--- src/rtl/subneg_core.sv ---
// SUBNEG one-instruction computer: each instruction {A,B,C} does mem[B] -= mem[A]
// and branches to C on the configured condition; runs in FETCH/READ/EXEC, three cycles per instruction.
module subneg_core #(
    parameter int             DW       = 8,
    parameter int             AW       = 5,
    parameter int             BR_MODE  = 0,
    parameter logic [AW-1:0]  OUT_ADDR = {AW{1'b1}},
    parameter logic [AW-1:0]  IN_ADDR  = {{(AW-1){1'b1}}, 1'b0}
) (
    input  logic          clk,
    input  logic          reset,
    input  logic          run,
    input  logic          step,
    input  logic          load_we,
    input  logic [AW-1:0] load_addr,
    input  logic [DW-1:0] load_data,
    input  logic [DW-1:0] in_data,
    output logic [DW-1:0] out_data,
    output logic          out_valid,
    output logic          busy,
    output logic          halted,
    output logic [AW-1:0] pc
);

    localparam int DEPTH = 1 << AW;

    typedef enum logic [1:0] {
        ST_IDLE  = 2'd0,
        ST_FETCH = 2'd1,
        ST_READ  = 2'd2,
        ST_EXEC  = 2'd3
    } state_t;

    state_t        state_q, state_d;
    logic [AW-1:0] pc_q, pc_d;
    logic [AW-1:0] a_q, a_d, b_q, b_d, c_q, c_d;
    logic [DW-1:0] val_a_q, val_a_d, val_b_q, val_b_d;
    logic [DW-1:0] out_data_q, out_data_d;
    logic          out_valid_q, out_valid_d;
    logic          halted_q, halted_d;
    logic          busy_q, busy_d;
    logic          step_mode_q, step_mode_d;

    logic [DW-1:0] mem_q [DEPTH];

    logic          mem_we_s;
    logic [AW-1:0] mem_waddr_s;
    logic [DW-1:0] mem_wdata_s;
    logic [DW-1:0] result_s;
    logic          take_s;

    // I/O-mapped operand read: the ports shadow the memory words at their addresses
    function automatic logic [DW-1:0] operand(input logic [AW-1:0] addr,
                                              input logic [DW-1:0] mem_word,
                                              input logic [DW-1:0] in_word,
                                              input logic [DW-1:0] out_word);
        logic [DW-1:0] v;
        if (addr == IN_ADDR) begin
            v = in_word;
        end else if (addr == OUT_ADDR) begin
            v = out_word;
        end else begin
            v = mem_word;
        end
        return v;
    endfunction

    function automatic logic branch_taken(input logic [DW-1:0] va,
                                          input logic [DW-1:0] vb,
                                          input logic [DW-1:0] r);
        logic t;
        case (BR_MODE)
            32'sd0:  t = (va > vb);
            32'sd1:  t = r[DW-1];
            32'sd2:  t = r[DW-1] | (r == {DW{1'b0}});
            default: t = 1'b0;
        endcase
        return t;
    endfunction

    assign result_s = val_b_q - val_a_q;
    assign take_s   = branch_taken(val_a_q, val_b_q, result_s);

    // Next-state, datapath and memory-write decode; reset folds into the _d values
    always_comb begin
        state_d     = state_q;
        pc_d        = pc_q;
        a_d         = a_q;
        b_d         = b_q;
        c_d         = c_q;
        val_a_d     = val_a_q;
        val_b_d     = val_b_q;
        out_data_d  = out_data_q;
        out_valid_d = 1'b0;
        halted_d    = halted_q;
        step_mode_d = step_mode_q;
        busy_d      = busy_q;
        mem_we_s    = 1'b0;
        mem_waddr_s = load_addr;
        mem_wdata_s = load_data;

        if (reset) begin
            state_d     = ST_IDLE;
            pc_d        = {AW{1'b0}};
            a_d         = {AW{1'b0}};
            b_d         = {AW{1'b0}};
            c_d         = {AW{1'b0}};
            val_a_d     = {DW{1'b0}};
            val_b_d     = {DW{1'b0}};
            out_data_d  = {DW{1'b0}};
            halted_d    = 1'b0;
            step_mode_d = 1'b0;
            busy_d      = 1'b0;
        end else begin
            case (state_q)
                ST_IDLE: begin
                    if (load_we) begin
                        mem_we_s = 1'b1;
                    end else if (!halted_q && (run || step)) begin
                        state_d     = ST_FETCH;
                        step_mode_d = !run;
                    end else begin
                        state_d = ST_IDLE;
                    end
                end
                ST_FETCH: begin
                    a_d     = mem_q[pc_q][AW-1:0];
                    b_d     = mem_q[pc_q + AW'(1)][AW-1:0];
                    c_d     = mem_q[pc_q + AW'(2)][AW-1:0];
                    state_d = ST_READ;
                end
                ST_READ: begin
                    val_a_d = operand(a_q, mem_q[a_q], in_data, out_data_q);
                    val_b_d = operand(b_q, mem_q[b_q], in_data, out_data_q);
                    state_d = ST_EXEC;
                end
                ST_EXEC: begin
                    if (b_q == OUT_ADDR) begin
                        out_data_d  = result_s;
                        out_valid_d = 1'b1;
                    end else if (b_q == IN_ADDR) begin
                        out_data_d = out_data_q;
                    end else begin
                        mem_we_s    = 1'b1;
                        mem_waddr_s = b_q;
                        mem_wdata_s = result_s;
                    end
                    if (take_s) begin
                        pc_d = c_q;
                    end else begin
                        pc_d = pc_q + AW'(3);
                    end
                    // a taken branch onto itself is the halt idiom
                    if (take_s && (c_q == pc_q)) begin
                        halted_d = 1'b1;
                        state_d  = ST_IDLE;
                    end else if (run && !step_mode_q) begin
                        state_d = ST_FETCH;
                    end else begin
                        state_d = ST_IDLE;
                    end
                end
                default: begin
                    state_d = ST_IDLE;
                end
            endcase
            busy_d = (state_d != ST_IDLE);
        end
    end

    // Control and datapath registers
    always_ff @(posedge clk) begin
        state_q     <= state_d;
        pc_q        <= pc_d;
        a_q         <= a_d;
        b_q         <= b_d;
        c_q         <= c_d;
        val_a_q     <= val_a_d;
        val_b_q     <= val_b_d;
        out_data_q  <= out_data_d;
        out_valid_q <= out_valid_d;
        halted_q    <= halted_d;
        busy_q      <= busy_d;
        step_mode_q <= step_mode_d;
    end

    // Program/data memory; never reset, write enable already suppressed under reset
    always_ff @(posedge clk) begin
        if (mem_we_s) begin
            mem_q[mem_waddr_s] <= mem_wdata_s;
        end
    end

    assign out_data  = out_data_q;
    assign out_valid = out_valid_q;
    assign busy      = busy_q;
    assign halted    = halted_q;
    assign pc        = pc_q;

endmodule

--- config.mk ---
export PLATFORM = sky130hd
export DESIGN_NAME = subneg_core
export DESIGN_NICKNAME = d
export VERILOG_FILES = /design/src/rtl/subneg_core.sv
export SDC_FILE = /design/constraint.sdc
export NUM_CORES = 1
export LEC_CHECK = 0
export ABC_CLOCK_PERIOD_IN_PS = 3700
export CAP_MARGIN = 20
export CORE_MARGIN = 4
export CORE_UTILIZATION = 57
export CTS_CLUSTER_DIAMETER = 100
export DETAILED_ROUTE_END_ITERATION = 6
export PLACE_DENSITY_LB_ADDON = 0.3
export SLEW_MARGIN = 20
export SYNTH_ARGS = -nofsm -noshare
export SYNTH_HDL_FRONTEND = slang
export SYNTH_SLANG_ARGS = --single-unit
--- constraint.sdc ---
create_clock -name clk -period 3.7 [get_ports clk]
set_clock_uncertainty 0.05 [all_clocks]
set_input_delay 0.74 -clock clk [delete_from_list [all_inputs] [get_ports clk]]
set_output_delay 0.74 -clock clk [all_outputs]
set_load 0.005 [all_outputs]
* Word-level counts from Yosys, hierarchy flattened
Memory sizes are Yosys's and may differ from the RTL's. A register that Yosys moved wholly into a read port is not among the register bits.
Index checks and enable logic that the tools add are counted.
** Storage, ports and cells
- Bits in read-only memories :: 0
- Bits in writable memories :: 256
- Logic and storage cells :: 65
- Memories kept :: 1
- Bits in latches :: 0
- Register bits after elaboration :: 35
** Cells by class
- Order comparisons :: 1
- Shifts and indexed selects :: 0
- Reductions and logical operators :: 13
- Muxes and demuxes :: 27
- Equal/unequal tests :: 8
- $add $sub $neg :: 4
- Bitwise logic cells :: 2
- Divide/modulo/power cells :: 0
- Multiply operators :: 0
** Memories
- mem_q :: words 32, bits a word 8, rd ports 5, clocked after Yosys merged registers in 3, write ports 1, line 44 : logic [DW-1:0] mem_q [DEPTH];
** Operator list (number)
- $mux 8 :: 8
- $mux 5 :: 5
- $eq 5x5->1 const B :: 4
- $add 5x2->5 const B :: 2
- $mux 1 :: 10
- $gt 8x8->1 :: 1
- $pmux 2 s4 :: 1
- $sub 8x8->8 :: 1
- $add 5x1->5 const B :: 1
- $eq 5x5->1 :: 1
- $eq 2x2->1 const B :: 2
- $mux 2 :: 2
- $reduce_and 2->1 :: 2
- $logic_and 1x1->1 :: 3
- $logic_not 1->1 :: 3
- $reduce_and 3->1 :: 1
- $eq 2x1->1 const B :: 1
- $logic_not 2->1 :: 1
- $not 1->1 :: 2
- $pmux 1 s2 :: 1
- $reduce_bool 2->1 :: 1
- $reduce_or 2->1 :: 1
- $logic_or 1x1->1 :: 1

* Logic depth before layout (Yosys ltp)
- Depth in word-level cells :: 7
- Gate-level depth with buffers :: 12
- Depth with buffers taken out :: 9

* Worst setup path before layout
No wires, ideal clock.
- Path kind :: register to register
- Start point :: reg val_b_q[0]
- End point :: mem mem_q[0][6] (data pin)
- Stages on the path, launching flop included :: 10
- Slack :: 0.294 ns
- Setup time :: 0.454 ns
- Data required time :: 3.196 ns
- Data arrival time :: 2.901 ns
- Path through :: dfxtp_1 > inv_1 > ha_1 > inv_1 > fa_1 > a211oi_1 > o21bai_1 > a21oi_1 > xor2_1 > o21ai_0
** Between the ends
- Longest elaborated chain between the ends :: 5
** Ends and longest elaborated chain
- from (decl) :: line 37 : logic [DW-1:0] val_a_q, val_a_d, val_b_q, val_b_d;
- from (signal assigned) :: line 179 : val_b_q <= val_b_d;
- $sub 8x8->8 :: line 81 : assign result_s = val_b_q - val_a_q;
- $mux 8 :: line 141 : end else if (b_q == IN_ADDR) begin
- $mux 8 :: line 138 : if (b_q == OUT_ADDR) begin
- $mux 8 :: line 115 : case (state_q)
- $mux 8 :: line 102 : if (reset) begin
- net mem_wdata_s[6] :: line 48 : logic [DW-1:0] mem_wdata_s;
- to (decl) :: line 44
The timed path passes the listed nets, and every way through them passes these cells.

* Final worst setup path
- Start point :: reg state_q[0]
- End point :: mem mem_q[9][0] (enable)
** Between the ends
- Longest elaborated chain between the ends :: 5
** Ends and longest elaborated chain
- from (decl) :: line 34 : state_t state_q, state_d;
- from (signal assigned) :: line 173 : state_q <= state_d;
- $eq 2x2->1 / $logic_not 2->1 (equally long branches) :: line 115
- $pmux 1 s2 :: line 115
- $mux 1 :: line 102
- $mux 1 :: line 189 : if (mem_we_s) begin
- $mux 1 (implied by the code) :: line 190 : mem_q[mem_waddr_s] <= mem_wdata_s;
Parallel ways exist; a longest one is shown, timed or not.

==> qor.csv <==
metric,value,unit
clkTransAtPathRegs,60,ps
pin_count,42,
synth_seq_area_share,46.3,%
post_cts_buffers,0,
slew_violations,0,
finalCritPeriodShare,88.8,%
synthTopCellsByArea,"edfxtp_1, mux4_2, dfxtp_1",
synth_adder_area_share,1.24,%
hold_viol_final,0,
yosys.area.top_type_share,41.0,%
grt_max_degree,56,
ys_ff_latch,306,
dieArea,35900,sq um
synth_top_family_by_area,multiplexers,
grt_use_total,35.6,%
grt_pass1_wl,92900,um
clk_latency,520,ps
detail-route-antenna-nets,0,
critPathRequiredTime,3860,ps
die_y,189,um
drt_iter0_drc,3009,
vias,14000,
period_needed,3280,ps
finalSetupViolations,0,
synth_fp_nets,1348,
synth-edff-count,256,
coreArea,32500,sq um
firstDrtPassIters,7,
power.density,621,nW/um^2
netlist_instances,1304,
syn_avg_cell_area,14.4,sq um
drive_above_1_share,27.9,%
vdd_drop_max,0.360,mV
whs,406,ps
overflow,0,
async_flop_share,0,%
register_area,8710,sq um
die_w,189,um
htreeDepth,2,
synth_top_flop_cell,edfxtp_1,
synth_area,18800,sq um
outcome,completed,
start_kind,flip-flop,
yosysWarnings,0,
yosys.area.top_type,edfxtp_1,
synthMuxAreaShare,32.0,%
place_hpwl,45800,um
hold_class,reg2reg,
n_fill_cell,2347,
n_antenna_cell,0,
grt_pass1_vias,13500,
antenna_found_initial,2,
viasPerCell,7.69,
finalSetupTns,0,ps
area_delta_synth_final,11.8,%
drv_cap,0,
layout.nets,1403,
finalWeightedCongestion,1.17,
synth-simple-area-share,7.15,%
synth-compound-area-share,9.04,%
synth_xor_area_share,0.820,%
cts_sinks,306,
worst_slew_pin_slew,1050,ps
cts.repair.resized,0,
start_util,57.7,%
critPathMaxFanout,9,
root_buffer,clkbuf_16,
timing.fmax,304,MHz
cts-hold-fix-buffers,0,
row_count,66,
rsz0062_at_grt,false,
crit_type,reg2reg,
cts_tree,built,
crit_arrival,3440,ps
wl,63900,um
port_buffers,41,
wl_per_cell,35.0,um
end_kind,flip-flop,
slew_headroom,30.2,%
drc,0,
cts_buffer_depth,3,
numCtsBuffers,34,
multi_input_area,9450,sq um
p_leak,6.50,nW
synthDistinctLibCells,70,
[cell usage in the layout, fill, tap and decap left out, types with 16 or more instances in the layout]
master,count
inv_1,24
ha_1,16
o21ai_0,28
a211oi_1,29
dfxtp_1,43
nand2_1,83
nor2b_1,27
buf_4,81
a21oi_1,32
mux4_2,220
mux2i_1,82
nor2_1,69
edfxtp_1,256
clkbuf_16,35
o22ai_1,28
a22oi_1,25
nand3_1,25
clkdlybuf4s50_1,41
[state kept, by name, indices dropped and copies added (netlist names)]
name / flops
out_data: 8
val_b_q: 8
a_q: 5
step_mode_q: 1
state_q: 2
pc: 5
b_q: 5
busy: 1
halted: 1
out_valid: 1
mem_q: 256
c_q: 5
val_a_q: 8
[cell usage after synthesis (all sizes together), types with 4 or more instances]
library cell	number
a32o	9
nor2	69
and4	10
edfxtp	256
a221oi	8
xor2	5
o21ai	42
a22o	4
o211a	6
ha	17
and2	4
nand2b	10
o22ai	28
mux4	222
o211ai	5
nand4	5
a22oi	25
mux2i	82
nor3	9
nand3	25
nand3b	6
or3	4
inv	24
a2bb2oi	4
clkbuf	39
nand2	83
nor4	5
buf	66
a211oi	29
a21oi	32
o31ai	10
a311oi	6
a31oi	7
nor2b	27
dfxtp	50
xnor2	10
mux2	15
nor3b	5
[kinds of logic (layout without fill, tap and decap cells)]
group | Yosys count | in the layout
AND/OR/NAND/NOR | 273 | 273
buffers and inverters | 129 | 207
AO/OA/AOI/OAI | 244 | 244
adder cells (fa/ha/maj) | 18 | 18
XOR/XNOR | 15 | 15
multiplexers | 319 | 319
flip-flops | 306 | 306
[layout make-up]
cell class / count / area share (%)
Timing Repair Buffer: 124 / 5.05
Sequential cell: 306 / 41.5
Clock buffer: 46 / 4.47
Inverter: 24 / 0.430
Clock inverter: 13 / 0.853
Multi-Input combinational cell: 869 / 45.0
Tap cell: 442 / 2.64
[per-layer routing]
layer	up-vias	wire length (um)	track usage, %
li1	5542	-	-
met1	6933	21500	47.3
met2	1330	27900	52.6
met3	226	10900	15.1
met4	2	3590	13.9
met5	-	11	0
[stage by stage]
step / cell area [sq um] / power [mW] / util (%) / cells / setup WS (ps)
final: 21000 / 13.0 / 64.5 / 1824 / 416
after global routing: 21000 / 13.4 / 64.5 / 1824 / 479
after CTS: 21000 / 12.8 / 64.4 / 1824 / 616
after detailed placement: 19800 / 9.40 / 61.0 / 1765 / 173
after global placement: 19800 / 9.35 / 61.0 / 1765 / 270
after floorplan: 18800 / 7.71 / - / 1304 / 294
[report_power, final]
group	switching (mW)	internal, mW
clock network	1.37	2.06
logic	3.04	2.20
registers	0.370	3.98
[worst max-delay path, stage by stage (launching register included)]
cell      delay [ps]
dfxtp_1          420
ha_1             420
nor2b_1          310
buf_4            210
nand3_1          100
a211oi_1         740
nand2_1          300
nor2_1           210
buf_4            210
[final timing paths]
| kind | startpoint | endpoint | slack (ps) | cells after the start |
|---|---|---|---|---|
| setup / recovery | state_q[0]$_SDFF_PP0_ | mem_q[9][0]$_DFFE_PP_ | 420 | 8 |
| hold / removal | val_b_q[4]$_SDFFE_PP0P_ | val_b_q[4]$_SDFFE_PP0P_ | 410 | 2 |
| setup reg to reg | state_q[0]$_SDFF_PP0_ | mem_q[9][0]$_DFFE_PP_ | 420 | 8 |
| hold reg to reg | val_b_q[4]$_SDFFE_PP0P_ | val_b_q[4]$_SDFFE_PP0P_ | 410 | 2 |
Note: power is estimated with default switching activity, not from simulation.
